**config.mk**
```make
export PLATFORM = sky130hd
export DESIGN_NAME = router_1x3
export DESIGN_NICKNAME = d
export VERILOG_FILES = /design/src/rtl/router_1x3.sv
export SDC_FILE = /design/constraint.sdc
export NUM_CORES = 1
export LEC_CHECK = 0
export CORE_ASPECT_RATIO = 1.25
export CORE_MARGIN = 2
export CORE_UTILIZATION = 48
export DETAILED_ROUTE_END_ITERATION = 6
export GPL_TIMING_DRIVEN = 0
export PLACE_DENSITY = 0.62
export REMOVE_ABC_BUFFERS = 1
export SKIP_CTS_REPAIR_TIMING = 1
export SLEW_MARGIN = 20
export SYNTH_ARGS = -nofsm -noshare
export SYNTH_HDL_FRONTEND = slang
export SYNTH_SLANG_ARGS = --single-unit
```
**constraint.sdc**
```tcl
create_clock -name clock -period 4.44 [get_ports clock]
set_input_delay 0.444 -clock clock [delete_from_list [all_inputs] [get_ports clock]]
set_output_delay 0.444 -clock clock [all_outputs]
set_load 0.005 [all_outputs]
```
**src/rtl/router_1x3.sv**
```systemverilog
// router_1x3: byte-serial packet router steering packets by header address into
// three independently read output FIFOs, with parity check and per-FIFO read timeout.
module router_1x3 #(
  parameter int DATA_WIDTH = 8,
  parameter int FIFO_DEPTH = 16,
  parameter int TIMEOUT    = 30
) (
  input  logic                  clock,
  input  logic                  resetn,
  input  logic                  pkt_valid,
  input  logic [DATA_WIDTH-1:0] data_in,
  input  logic                  read_enb_0,
  input  logic                  read_enb_1,
  input  logic                  read_enb_2,
  output logic [DATA_WIDTH-1:0] data_out_0,
  output logic [DATA_WIDTH-1:0] data_out_1,
  output logic [DATA_WIDTH-1:0] data_out_2,
  output logic                  vld_out_0,
  output logic                  vld_out_1,
  output logic                  vld_out_2,
  output logic                  busy,
  output logic                  err
);
  localparam int AW = $clog2(FIFO_DEPTH);
  localparam int CW = $clog2(FIFO_DEPTH + 1);
  localparam int TW = $clog2(TIMEOUT + 1);
  typedef enum logic [2:0] {DA, LFD, LD, FFS, LAF, WTE, CPE, DISCARD} state_t;
  state_t state;
  logic [DATA_WIDTH-1:0] hdr, hold, par, pkt_par, wdata;
  logic [1:0] tgt;
  logic hold_is_par, wr;
  logic [2:0] rd_en, empty, full, we;
  assign rd_en = {read_enb_2, read_enb_1, read_enb_0};
  assign busy = !(state inside {DA, LD, DISCARD});
  assign wr = state == LFD || state == LAF || (state == LD && !full[tgt]);
  assign wdata = state == LFD ? hdr : state == LAF ? hold : data_in;
  assign we = wr ? (3'b001 << tgt) : 3'b000;
  always_ff @(posedge clock) begin
    if (resetn) begin
      state <= DA;
      err <= 1'b0;
      hdr <= '0;
      hold <= '0;
      par <= '0;
      pkt_par <= '0;
      tgt <= '0;
      hold_is_par <= 1'b0;
    end else begin
      case (state)
        DA: if (pkt_valid) begin
          if (data_in[1:0] == 2'd3) state <= DISCARD;
          else begin
            hdr <= data_in;
            tgt <= data_in[1:0];
            err <= 1'b0;
            state <= empty[data_in[1:0]] ? LFD : WTE;
          end
        end
        WTE: if (empty[tgt]) state <= LFD;
        LFD: begin
          par <= hdr;
          state <= LD;
        end
        LD: begin
          if (!pkt_valid) pkt_par <= data_in;
          if (full[tgt]) begin
            hold <= data_in;
            hold_is_par <= !pkt_valid;
            state <= FFS;
          end else if (pkt_valid) par <= par ^ data_in;
          else state <= CPE;
        end
        FFS: if (!full[tgt]) state <= LAF;
        LAF: begin
          if (!hold_is_par) par <= par ^ hold;
          state <= hold_is_par ? CPE : LD;
        end
        CPE: begin
          err <= par != pkt_par;
          state <= DA;
        end
        DISCARD: if (!pkt_valid) state <= DA;
        default: state <= DA;
      endcase
    end
  end
  for (genvar i = 0; i < 3; i++) begin : g_fifo
    logic [DATA_WIDTH-1:0] mem [FIFO_DEPTH];
    logic [DATA_WIDTH-1:0] q;
    logic [AW-1:0] wp, rp;
    logic [CW-1:0] cnt;
    logic [TW-1:0] tcnt;
    logic w, re, idle, flush;
    assign empty[i] = cnt == '0;
    assign full[i] = cnt == CW'(FIFO_DEPTH);
    assign w = we[i] && !full[i];
    assign re = rd_en[i] && !empty[i];
    assign idle = !empty[i] && !rd_en[i];
    // the increment that would reach TIMEOUT performs the flush instead
    assign flush = idle && tcnt == TW'(TIMEOUT - 1);
    always_ff @(posedge clock) begin
      if (resetn || flush) begin
        wp <= '0;
        rp <= '0;
        cnt <= '0;
        tcnt <= '0;
        q <= '0;
      end else begin
        if (w) mem[wp] <= wdata;
        if (w) wp <= wp + 1'b1;
        if (re) q <= mem[rp];
        if (re) rp <= rp + 1'b1;
        cnt <= cnt + CW'(w) - CW'(re);
        tcnt <= idle ? tcnt + 1'b1 : '0;
      end
    end
  end
  assign data_out_0 = g_fifo[0].q;
  assign data_out_1 = g_fifo[1].q;
  assign data_out_2 = g_fifo[2].q;
  assign vld_out_0 = !empty[0];
  assign vld_out_1 = !empty[1];
  assign vld_out_2 = !empty[2];
endmodule

```
==> qor.csv, run 1 <==
metric;value;unit
Distinct cells, synth;67;
Pleak;0.00783;µW
DIE HEIGHT;237;µm
area grow syn2layout;12.7;%
Final Worst Setup Slack;0.667;ns
ys flop type;edfxtp_1;
max_cap viols;0;
RSZ-0062 raised after global routing;no;
Total Routing Usage GR;18.8;%
Synth Area in Compound Gates;3.76;%
Die X;191;µm
largest family of logic cells by synthesized area;multiplexers;
Synth top area share;55.1;%
die area;45300;µm²
Initial Util;48.5;%
Cell Area, Synth;20900;µm²
mux share of post-synthesis cell area;15.1;%
ys async rst share;0;%
share of layout cells above drive strength 1;14.5;%
Seq/Total Area, Yosys;66.2;%
TritonCTS buffer count;48;
post-route ant nets;0;
Max VDD drop;263;µV
CTS root buf;clkbuf_16;
number of buffers added on ports;42;
sequential share of power;45.7;%
worst path required time;4.91;ns
Bufs on Longest Clock Path;3;
WP data arrival;4.25;ns
clock share of power;27.9;%
Syn Inst Count;1278;
fin crit share;85.0;%
GR Overflow Total;0;
nets;1379;
Final min period;3.77;ns
Area contributors post-synth;edfxtp_1 55%, dfxtp_1 11%, mux4_2 8.2%;
Setup WS pre-CTS;0.564;ns
Synth area leader;edfxtp_1;
syn_area_per_cell;16.4;µm²
Post-Synth Simple-Gate Area;7.69;%
Power per Cell Area;583;nW/µm²
first drt pass iteration count;5;
endpoints failing hold;0;
critical path launch point type;flip-flop;
Fillers;3412;
Synth Warn #;0;
EDFF count, synth;384;
crit-path max FO;19;
pin count of the biggest net entering global routing;36;
Slew @ Worst Pin;0.903;ns
clk slew on worst S/H paths;0.06;ns
WL/cell;21.3;µm
Final Util;54.7;%
initial antenna violation count;0;
Internal;9660;µW
NetSw;4080;µW
skew final;0.0256;ns
Antenna diodes;0;
DR vias;10700;
worst skew pair latency;0.56;ns
Worst Hold Class;primary input to flip-flop;
Site Rows;85;
global-route wire length before repair;64500;µm
CTS tree;built;
fmax;265;MHz
total length of routed wires;41100;µm
final hold slack;0.277;ns
clk sinks;499;
placed wire-length estimate;26800;µm
DR vias/cell;5.58;
# IOs;43;
status;complete, no violations;
Comb pwr share;26.4;%
CTS H-tree depth;2;
Yosys reg bits;499;
CORE AREA;43100;µm²
endpoint class of the critical path;flip-flop;
vias in the first global route;11100;
drt drc;0;
max-slew violations;0;
Post-Synth Adder-Cell Area;2.62;%
Placer Congestion;0.769;
critical path class;flip-flop to flip-flop;
XOR/XNOR share of the synthesized area;1.80;%
final setup violation count;0;
DRT iter0 DRCs;801;
Sw Share;29.7;%
slew margin rel.;39.6;%
==> area by class of cell <==
cell class	count	area (µm²)	area share (%)
Multi-Input combinational cell	668	6600	28.0
Timing Repair Buffer	57	757	3.21
Clock buffer	74	1370	5.81
Inverter	49	184	0.780
Clock inverter	14	106	0.451
Sequential cell	499	13800	58.7
Tap cell	565	707	3.00
==> per-layer routing <==
metal	share of wire (%)	track usage, %
met1	43	24.8
met5	0	0
met4	2.2	5.26
met3	2.8	2.50
met2	52	32.9
==> stage by stage <==
step,cells,power [µW],instance area [µm²],setup TNS [ns]
CTS,1926,13900,23600,0
global placement,1823,9730,21600,-766.61
floorplan,1216,8550,20500,0
detailed placement,1838,10100,22100,0
finish,1926,13700,23600,0
global route,1926,14400,23600,0
==> power by group through the flow <==
stage          Combinational (µW)  Clock (µW)  Sequential, µW
2_1_floorplan                2220           0            6320
3_3_place_gp                 3200           0            6540
3_5_place_dp                 3670           0            6390
4_1_cts                      3680        3920            6300
5_1_grt                      3980        4120            6350
6_report                     3630        3840            6280
==> synthesized netlist by cell type, drive strengths merged, types with 6 or more instances <==
library cell	instances
dfxtp	115
nand4	8
nor3	13
nor2	84
a21oi	81
nand3	16
buf	41
o32ai	9
xor2	27
clkbuf	21
inv	49
xnor2	16
edfxtp	384
nand2b	6
mux4	120
o21ai	10
nor4	9
and4	17
ha	39
mux2i	29
nand2	104
and2	32
==> path summary, 6_finish.rpt <==
path	start	to	slack (ns)	cells after the start
worst max-delay path	state[1]$_SDFFE_PP0P_	g_fifo[2].cnt[4]$_SDFF_PP0_	0.67	15
worst min-delay path	resetn	hold[1]$_SDFFE_PP0P_	0.28	2
worst max register to register	state[1]$_SDFFE_PP0P_	g_fifo[2].cnt[4]$_SDFF_PP0_	0.67	15
worst min register to register	data_out_1[7]$_SDFFE_PP0P_	data_out_1[7]$_SDFFE_PP0P_	0.45	2
==> critical path, stage by stage, from the launching register on <==
cell and delay [ns]:
dfxtp_1 0.67, inv_1 0.25, nor3_1 0.38, o21ai_2 0.17
a21boi_2 0.58, inv_1 0.10, ha_1 0.30, inv_1 0.04
ha_1 0.19, inv_1 0.08, fa_1 0.20, inv_1 0.05
a21oi_1 0.13, nor2_1 0.07, or3_1 0.35, a21oi_1 0.14
==> cells by family (layout without fill, tap and decap cells) <==
family                     after synthesis  count (layout)
AOI/OAI and AO/OA                      121             121
muxes                                  149             149
and+or+nand+nor                        313             313
xor gates and xnor gates                43              43
DFF                                    499             499
buffers and inverters                  111             194
adders and majority gates               42              42
==> sequential cells by signal (all words and copies together), names as in the netlist <==
| signal | count |
|---|---|
| hold_is_par | 1 |
| g_fifo.rp | 12 |
| g_fifo.mem | 384 |
| g_fifo.wp | 12 |
| hold | 8 |
| data_out_0 | 8 |
| data_out_1 | 8 |
| par | 8 |
| state | 3 |
| err | 1 |
| g_fifo.tcnt | 15 |
| data_out_2 | 8 |
| g_fifo.cnt | 15 |
| hdr | 8 |
| pkt_par | 8 |
==> cells in the final DEF (no fill, tap or decap), types with 5 or more instances in the layout <==
cell	n
edfxtp_1	384
dfxtp_1	109
nand2_1	101
nor2_1	83
mux4_2	76
a21oi_1	71
inv_1	49
clkbuf_16	48
mux4_1	44
clkdlybuf4s50_1	41
ha_1	39
and2_1	32
mux2i_1	29
xor2_1	27
clkbuf_1	19
and4_1	17
xnor2_1	16
nand3_1	16
nor3_1	13
buf_16	9
a21oi_4	8
nand4_1	8
o21ai_0	8
o32ai_1	8
clkbuf_8	7
nand2b_1	5
nor4_1	5
clkinv_1	5
clkinv_2	5
No activity file was read; power rests on OpenSTA's default activity.
==> inputs of run 2 (changes only) <==
- PLACE_DENSITY: 0.62 -> 0.65
- clock period: 4.44 -> 3.4 ns (I/O delays scaled with it)
==> run 2 against run 1 <==
Net effect:
- power increased by 36%
- die area unchanged
- utilization increased by 0.75 points
- non-clock buffer count increased by 11
- worst hold slack improved by 0.068 ns
- via count increased by 0.49%
- clock-buffer cell count decreased by 17
- largest power group unchanged
- design area increased by 1.4%
- worst setup slack got worse by 0.41 ns
- combinational power increased by 34%
- fmax increased by 20%
==> qor.csv, run 2 (synthesis results as in run 1) <==
metric;value;unit;change
post-route ant nets;0;;unchanged
Total Routing Usage GR;19.0;%;+0.20 points
initial antenna violation count;0;;unchanged
Final Worst Setup Slack;0.255;ns;-0.412 ns
Site Rows;85;;unchanged
max_cap viols;0;;unchanged
vias in the first global route;11100;;+0.11%
# IOs;43;;unchanged
worst path required time;3.89;ns;-1.02 ns
area grow syn2layout;14.3;%;
most frequent cells in the layout;384 x edfxtp_1, 107 x dfxtp_1, 99 x nand2_1, 83 x nor2_1, 76 x mux4_2;;
most frequent CP cell;inv_1;;
crit-path max FO;9;;-10
number of buffers added on ports;42;;unchanged
reg2reg path depth;17;;+2
Worst Hold Class;primary input to flip-flop;;
Finished Layout Cells;1936;;+0.52%
WP data arrival;3.63;ns;-0.62 ns
TritonCTS buffer count;47;;-2.1%
Placed Instances;1838;;unchanged
DR vias;10800;;+0.49%
GR Overflow Total;0;;unchanged
Die X;191;µm;unchanged
Slew @ Worst Pin;0.996;ns;+0.0930 ns
Crit path max-delay family;adder cells;;
share of layout cells above drive strength 1;16.2;%;+1.7 points
die area;45300;µm²;unchanged
Final min period;3.15;ns;-0.628 ns
Max VDD drop;488;µV;+85%
slew margin rel.;33.4;%;-6.2 points
Hold Path Depth;2;;unchanged
Bufs on Longest Clock Path;3;;unchanged
setup TNS;0;ns;unchanged
Antenna diodes;0;;unchanged
Setup WS pre-CTS;-0.465;ns;-1.03 ns
placed wire-length estimate;26800;µm;-0.32%
pin count of the biggest net entering global routing;41;;+14%
final setup violation count;0;;unchanged
Placer Congestion;0.757;;-1.6%
clk slew on worst S/H paths;0.06;ns;about the same
Critical-path top delay cell;dfxtp_1;;
CTS tree;built;;
fin area;23900;µm²;+1.4%
critical path launch point type;flip-flop;;
Initial Util;48.5;%;unchanged
Worst path depth;17;;+2
Critical Path Max Stage Delay;0.34;ns;-0.33 ns
endpoint class of the critical path;flip-flop;;
CP Cell Sequence;inv_1 > ha_1 > and4bb_2 > o2bb2ai_4 > o21ai_2 > a21boi_4 > inv_1 > ha_1 > inv_1 > ha_1 > inv_1 > fa_1 > inv_1 > a21oi_1 > nor2_1 > or3_1 > a21oi_1;;
drt drc;0;;unchanged
endpoints failing hold;0;;unchanged
worst skew pair latency;0.57;ns;about the same
Power per Cell Area;780;nW/µm²;+34%
WL/cell;21.5;µm;+0.90%
DR vias/cell;5.58;;about the same
first drt pass iteration count;5;;unchanged
DIE HEIGHT;237;µm;unchanged
Pleak;0.00798;µW;+1.9%
Largest regs;g_fifo.mem x384, g_fifo.cnt x15, g_fifo.tcnt x15;;
Most flops, register;g_fifo.mem;;
crit path buf inv count;5;;unchanged
skew final;0.0178;ns;-0.00777 ns
global-route wire length before repair;64800;µm;+0.51%
CTS H-tree depth;2;;unchanged
fin crit share;92.5;%;+7.5 points
DP Area;22100;µm²;about the same
critical path class;flip-flop to flip-flop;;
fmax;318;MHz;+20%
max reg flops;384;;unchanged
CTS root buf;clkbuf_16;;
max-slew violations;0;;unchanged
most common cell after layout, fill and taps aside;edfxtp_1;;
nets;1389;;+0.73%
status;complete, no violations;;
total length of routed wires;41700;µm;+1.4%
DRT iter0 DRCs;699;;-13%
CORE AREA;43100;µm²;unchanged
clk sinks;499;;unchanged
## run 2: changes by cell type in the layout (fill, tap and decap cells not counted), sizes merged
cell	delta
clkbuf	-17
clkinv	+7
inv	-3
bufinv	+8
buf	+11
clkinvlp	+4
## run 2: layout make-up
class / count / area [µm²]
fill: 3322 / 19200
sequential: 499 / 13900
multi-input combinational: 668 / 6640
clock buffer: 57 / 1270
timing repair buffer: 68 / 851
tap: 565 / 707
clock inverter: 30 / 384
inverter: 49 / 195
## run 2: metal layers
| layer | global-route usage, % | part of all wire [%] | up-vias |
|---|---|---|---|
| li1 | - | - | 5054 |
| met1 | 24.2 | 41 | 5493 |
| met2 | 34.2 | 53 | 197 |
| met3 | 2.42 | 3.5 | 54 |
| met4 | 5.21 | 2.0 | 0 |
| met5 | 0 | 0 | - |
## run 2: worst register-to-register path, cell delays in order (launching register included)
cell and delay, ns:
dfxtp_1 0.34, inv_1 0.06, ha_1 0.21, and4bb_2 0.27
o2bb2ai_4 0.19, o21ai_2 0.14, a21boi_4 0.29, inv_1 0.08
ha_1 0.28, inv_1 0.04, ha_1 0.19, inv_1 0.08
fa_1 0.20, inv_1 0.05, a21oi_1 0.12, nor2_1 0.07
or3_1 0.34, a21oi_1 0.13
## run 2: where the power goes
part / switching (µW) / total [µW] / internal, µW
logic: 2600 / 4870 / 2270
registers: 599 / 8210 / 7610
clock network: 2220 / 5570 / 3340
total: 5430 / 18600 / 13200
## run 2: stage by stage
stage / total power [µW] / util, % / hold slack [ns]
after floorplan: 11200 / - / 0.409
after global placement: 12700 / 50.2 / 0.438
after detailed placement: 13200 / 51.3 / 0.444
after CTS: 18700 / 55.2 / 0.319
after global routing: 19500 / 55.5 / 0.356
final: 18600 / 55.5 / 0.345
## run 2: path summary, 6_finish.rpt
check | endpoint | slack (ns) | start
worst max-delay path | g_fifo[2].cnt[4]$_SDFF_PP0_ | 0.25 | g_fifo[1].cnt[2]$_SDFF_PP0_
worst min-delay path | hdr[7]$_SDFFE_PP0P_ | 0.34 | resetn
worst max register to register | g_fifo[2].cnt[4]$_SDFF_PP0_ | 0.25 | g_fifo[1].cnt[2]$_SDFF_PP0_
worst min register to register | data_out_1[0]$_SDFFE_PP0P_ | 0.45 | data_out_1[0]$_SDFFE_PP0P_
==> inputs of run 3 (changes only) <==
- clock period: 3.4 -> 2.5 ns (I/O delays scaled with it)
==> run 3 against run 2 <==
Net effect:
- die area unchanged
- critical path depth unchanged
- register-to-register slack worse by 0.66 ns
- clock-buffer cell count unchanged
- global-route usage unchanged
- the flow now finishes with violations (setup timing)
- power up 40%
- utilization up 1.5 points
==> qor.csv, run 3 (synthesis results as in run 1) <==
metric;value;unit;change
fmax;345;MHz;+8.4%
CTS tree;built;;
CP Cell Sequence;inv_2 > ha_4 > and4bb_2 > o2bb2ai_4 > o21ai_4 > a21boi_4 > inv_2 > ha_4 > inv_2 > ha_4 > inv_2 > fa_2 > inv_2 > a21oi_2 > nor2_2 > or3_1 > a21oi_1;;
placed wire-length estimate;26800;µm;unchanged
RSZ-0062 raised after global routing;yes;;
first drt pass iteration count;6;;+1
area grow syn2layout;17.4;%;
CTS H-tree depth;2;;unchanged
Fillers;3279;;-1.3%
Final Worst Setup Slack;-0.400;ns;-0.655 ns
DR vias;11000;;+2.3%
Worst Hold Class;primary input to flip-flop;;
CTS root buf;clkbuf_16;;
max_cap viols;0;;unchanged
most common cell after layout, fill and taps aside;edfxtp_1;;
drt drc;0;;unchanged
overall power;26200;µW;+40%
Critical-path top delay cell;or3_1;;
Largest regs;g_fifo.mem x384, g_fifo.cnt x15, g_fifo.tcnt x15;;
DRT iter0 DRCs;805;;+15%
DR vias/cell;5.60;;+0.39%
DIE HEIGHT;237;µm;unchanged
initial antenna violation count;0;;unchanged
Die X;191;µm;unchanged
CORE AREA;43100;µm²;unchanged
Total Routing Usage GR;19.0;%;unchanged
Slew @ Worst Pin;0.848;ns;-0.148 ns
crit-path max FO;5;;-4
share of layout cells above drive strength 1;24.1;%;+7.9 points
grt met3 use;2.42;%;unchanged
endpoints failing hold;0;;unchanged
Bufs on Longest Clock Path;3;;unchanged
die area;45300;µm²;unchanged
vias in the first global route;11100;;unchanged
Max VDD drop;668;µV;+37%
max-slew violations;0;;unchanged
Antenna diodes;0;;unchanged
most frequent cells in the layout;384 x edfxtp_1, 100 x dfxtp_1, 99 x nand2_1, 76 x mux4_2, 75 x nor2_1;;
Final min period;2.90;ns;-0.245 ns
failing checks;setup timing;;
Most flops, register;g_fifo.mem;;
clk sinks;499;;unchanged
max reg flops;384;;unchanged
setup TNS;-12.10;ns;-12.10 ns
fin crit share;116;%;+24 points
global-route wire length before repair;64800;µm;unchanged
slew margin rel.;43.5;%;+10 points
critical path class;flip-flop to flip-flop;;
WP data arrival;3.38;ns;-0.25 ns
most frequent CP cell;inv_2;;
met1 Use GR;24.2;%;unchanged
critical path launch point type;flip-flop;;
routing usage on met2;34.2;%;unchanged
worst skew pair latency;0.57;ns;about the same
status;finished with violations;;
Initial Util;48.5;%;unchanged
Pleak;0.00822;µW;+2.9%
post-route ant nets;0;;unchanged
final setup violation count;134;;+134
Final Util;57.0;%;+1.5 points
Power per Cell Area;1060;nW/µm²;+37%
total length of routed wires;43400;µm;+4.2%
endpoint class of the critical path;flip-flop;;
Critical Path Max Stage Delay;0.36;ns;+0.02 ns
GR peak layer;met2;;
Setup WS pre-CTS;-1.36;ns;-0.900 ns
sequential standard cell area;13900;µm²;about the same
WL/cell;22.0;µm;+2.3%
TritonCTS buffer count;47;;unchanged
final hold slack;0.250;ns;-0.0952 ns
GR Overflow Total;0;;unchanged
number of buffers added on ports;42;;unchanged
pin count of the biggest net entering global routing;41;;unchanged
Placer Congestion;0.757;;unchanged
Multi-input gate area;6970;µm²;+5.0%
# IOs;43;;unchanged
clk slew on worst S/H paths;0.06;ns;about the same
nets;1426;;+2.7%
crit path buf inv count;5;;unchanged
Site Rows;85;;unchanged
skew final;0.0198;ns;+0.00198 ns
Crit path max-delay family;compound AO/OA/AOI/OAI gates;;
worst path required time;2.98;ns;-0.91 ns
## run 3: report_power, final
| part | leakage [µW] | switching (µW) | internal (µW) |
|---|---|---|---|
| Clock | 0.000804 | 3020 | 4540 |
| Sequential | 0.00441 | 830 | 10400 |
| Combinational | 0.00300 | 3880 | 3520 |
## run 3: path summary, 6_finish.rpt
path,startpoint,end,slack (ns),cells after the start
worst min register to register,data_out_1[0]$_SDFFE_PP0P_,data_out_1[0]$_SDFFE_PP0P_,0.45,2
worst max-delay path,g_fifo[1].cnt[2]$_SDFF_PP0_,g_fifo[2].cnt[4]$_SDFF_PP0_,-0.40,17
worst max register to register,g_fifo[1].cnt[2]$_SDFF_PP0_,g_fifo[2].cnt[4]$_SDFF_PP0_,-0.40,17
worst min-delay path,resetn,hdr[7]$_SDFFE_PP0P_,0.25,2
## run 3: cell type report
| type | count | area share, % |
|---|---|---|
| Clock inverter | 30 | 1.56 |
| Multi-Input combinational cell | 671 | 28.4 |
| Sequential cell | 499 | 56.5 |
| Inverter | 49 | 0.795 |
| Timing Repair Buffer | 102 | 4.76 |
| Clock buffer | 57 | 5.16 |
| Tap cell | 565 | 2.88 |
## run 3: layer usage
metal | vias to the layer above | share of wire (%)
met3 | 60 | 3.4
met5 | - | 0
met2 | 203 | 53
met1 | 5648 | 41
met4 | 0 | 2.5
li1 | 5136 | -
## run 3: worst reg2reg max path, cell delays in order, from the launching register on
cell,delay [ns]
dfxtp_2,0.34
inv_2,0.05
ha_4,0.15
and4bb_2,0.26
o2bb2ai_4,0.20
o21ai_4,0.10
a21boi_4,0.25
inv_2,0.07
ha_4,0.26
inv_2,0.04
ha_4,0.15
inv_2,0.04
fa_2,0.21
inv_2,0.04
a21oi_2,0.13
nor2_2,0.05
or3_1,0.36
a21oi_1,0.11
## run 3: per-stage QoR
stage | area (µm²) | instances
after floorplan | 20500 | 1216
after global placement | 21600 | 1823
after detailed placement | 22100 | 1838
after CTS | 23800 | 1925
after global routing | 24600 | 1973
final | 24600 | 1973
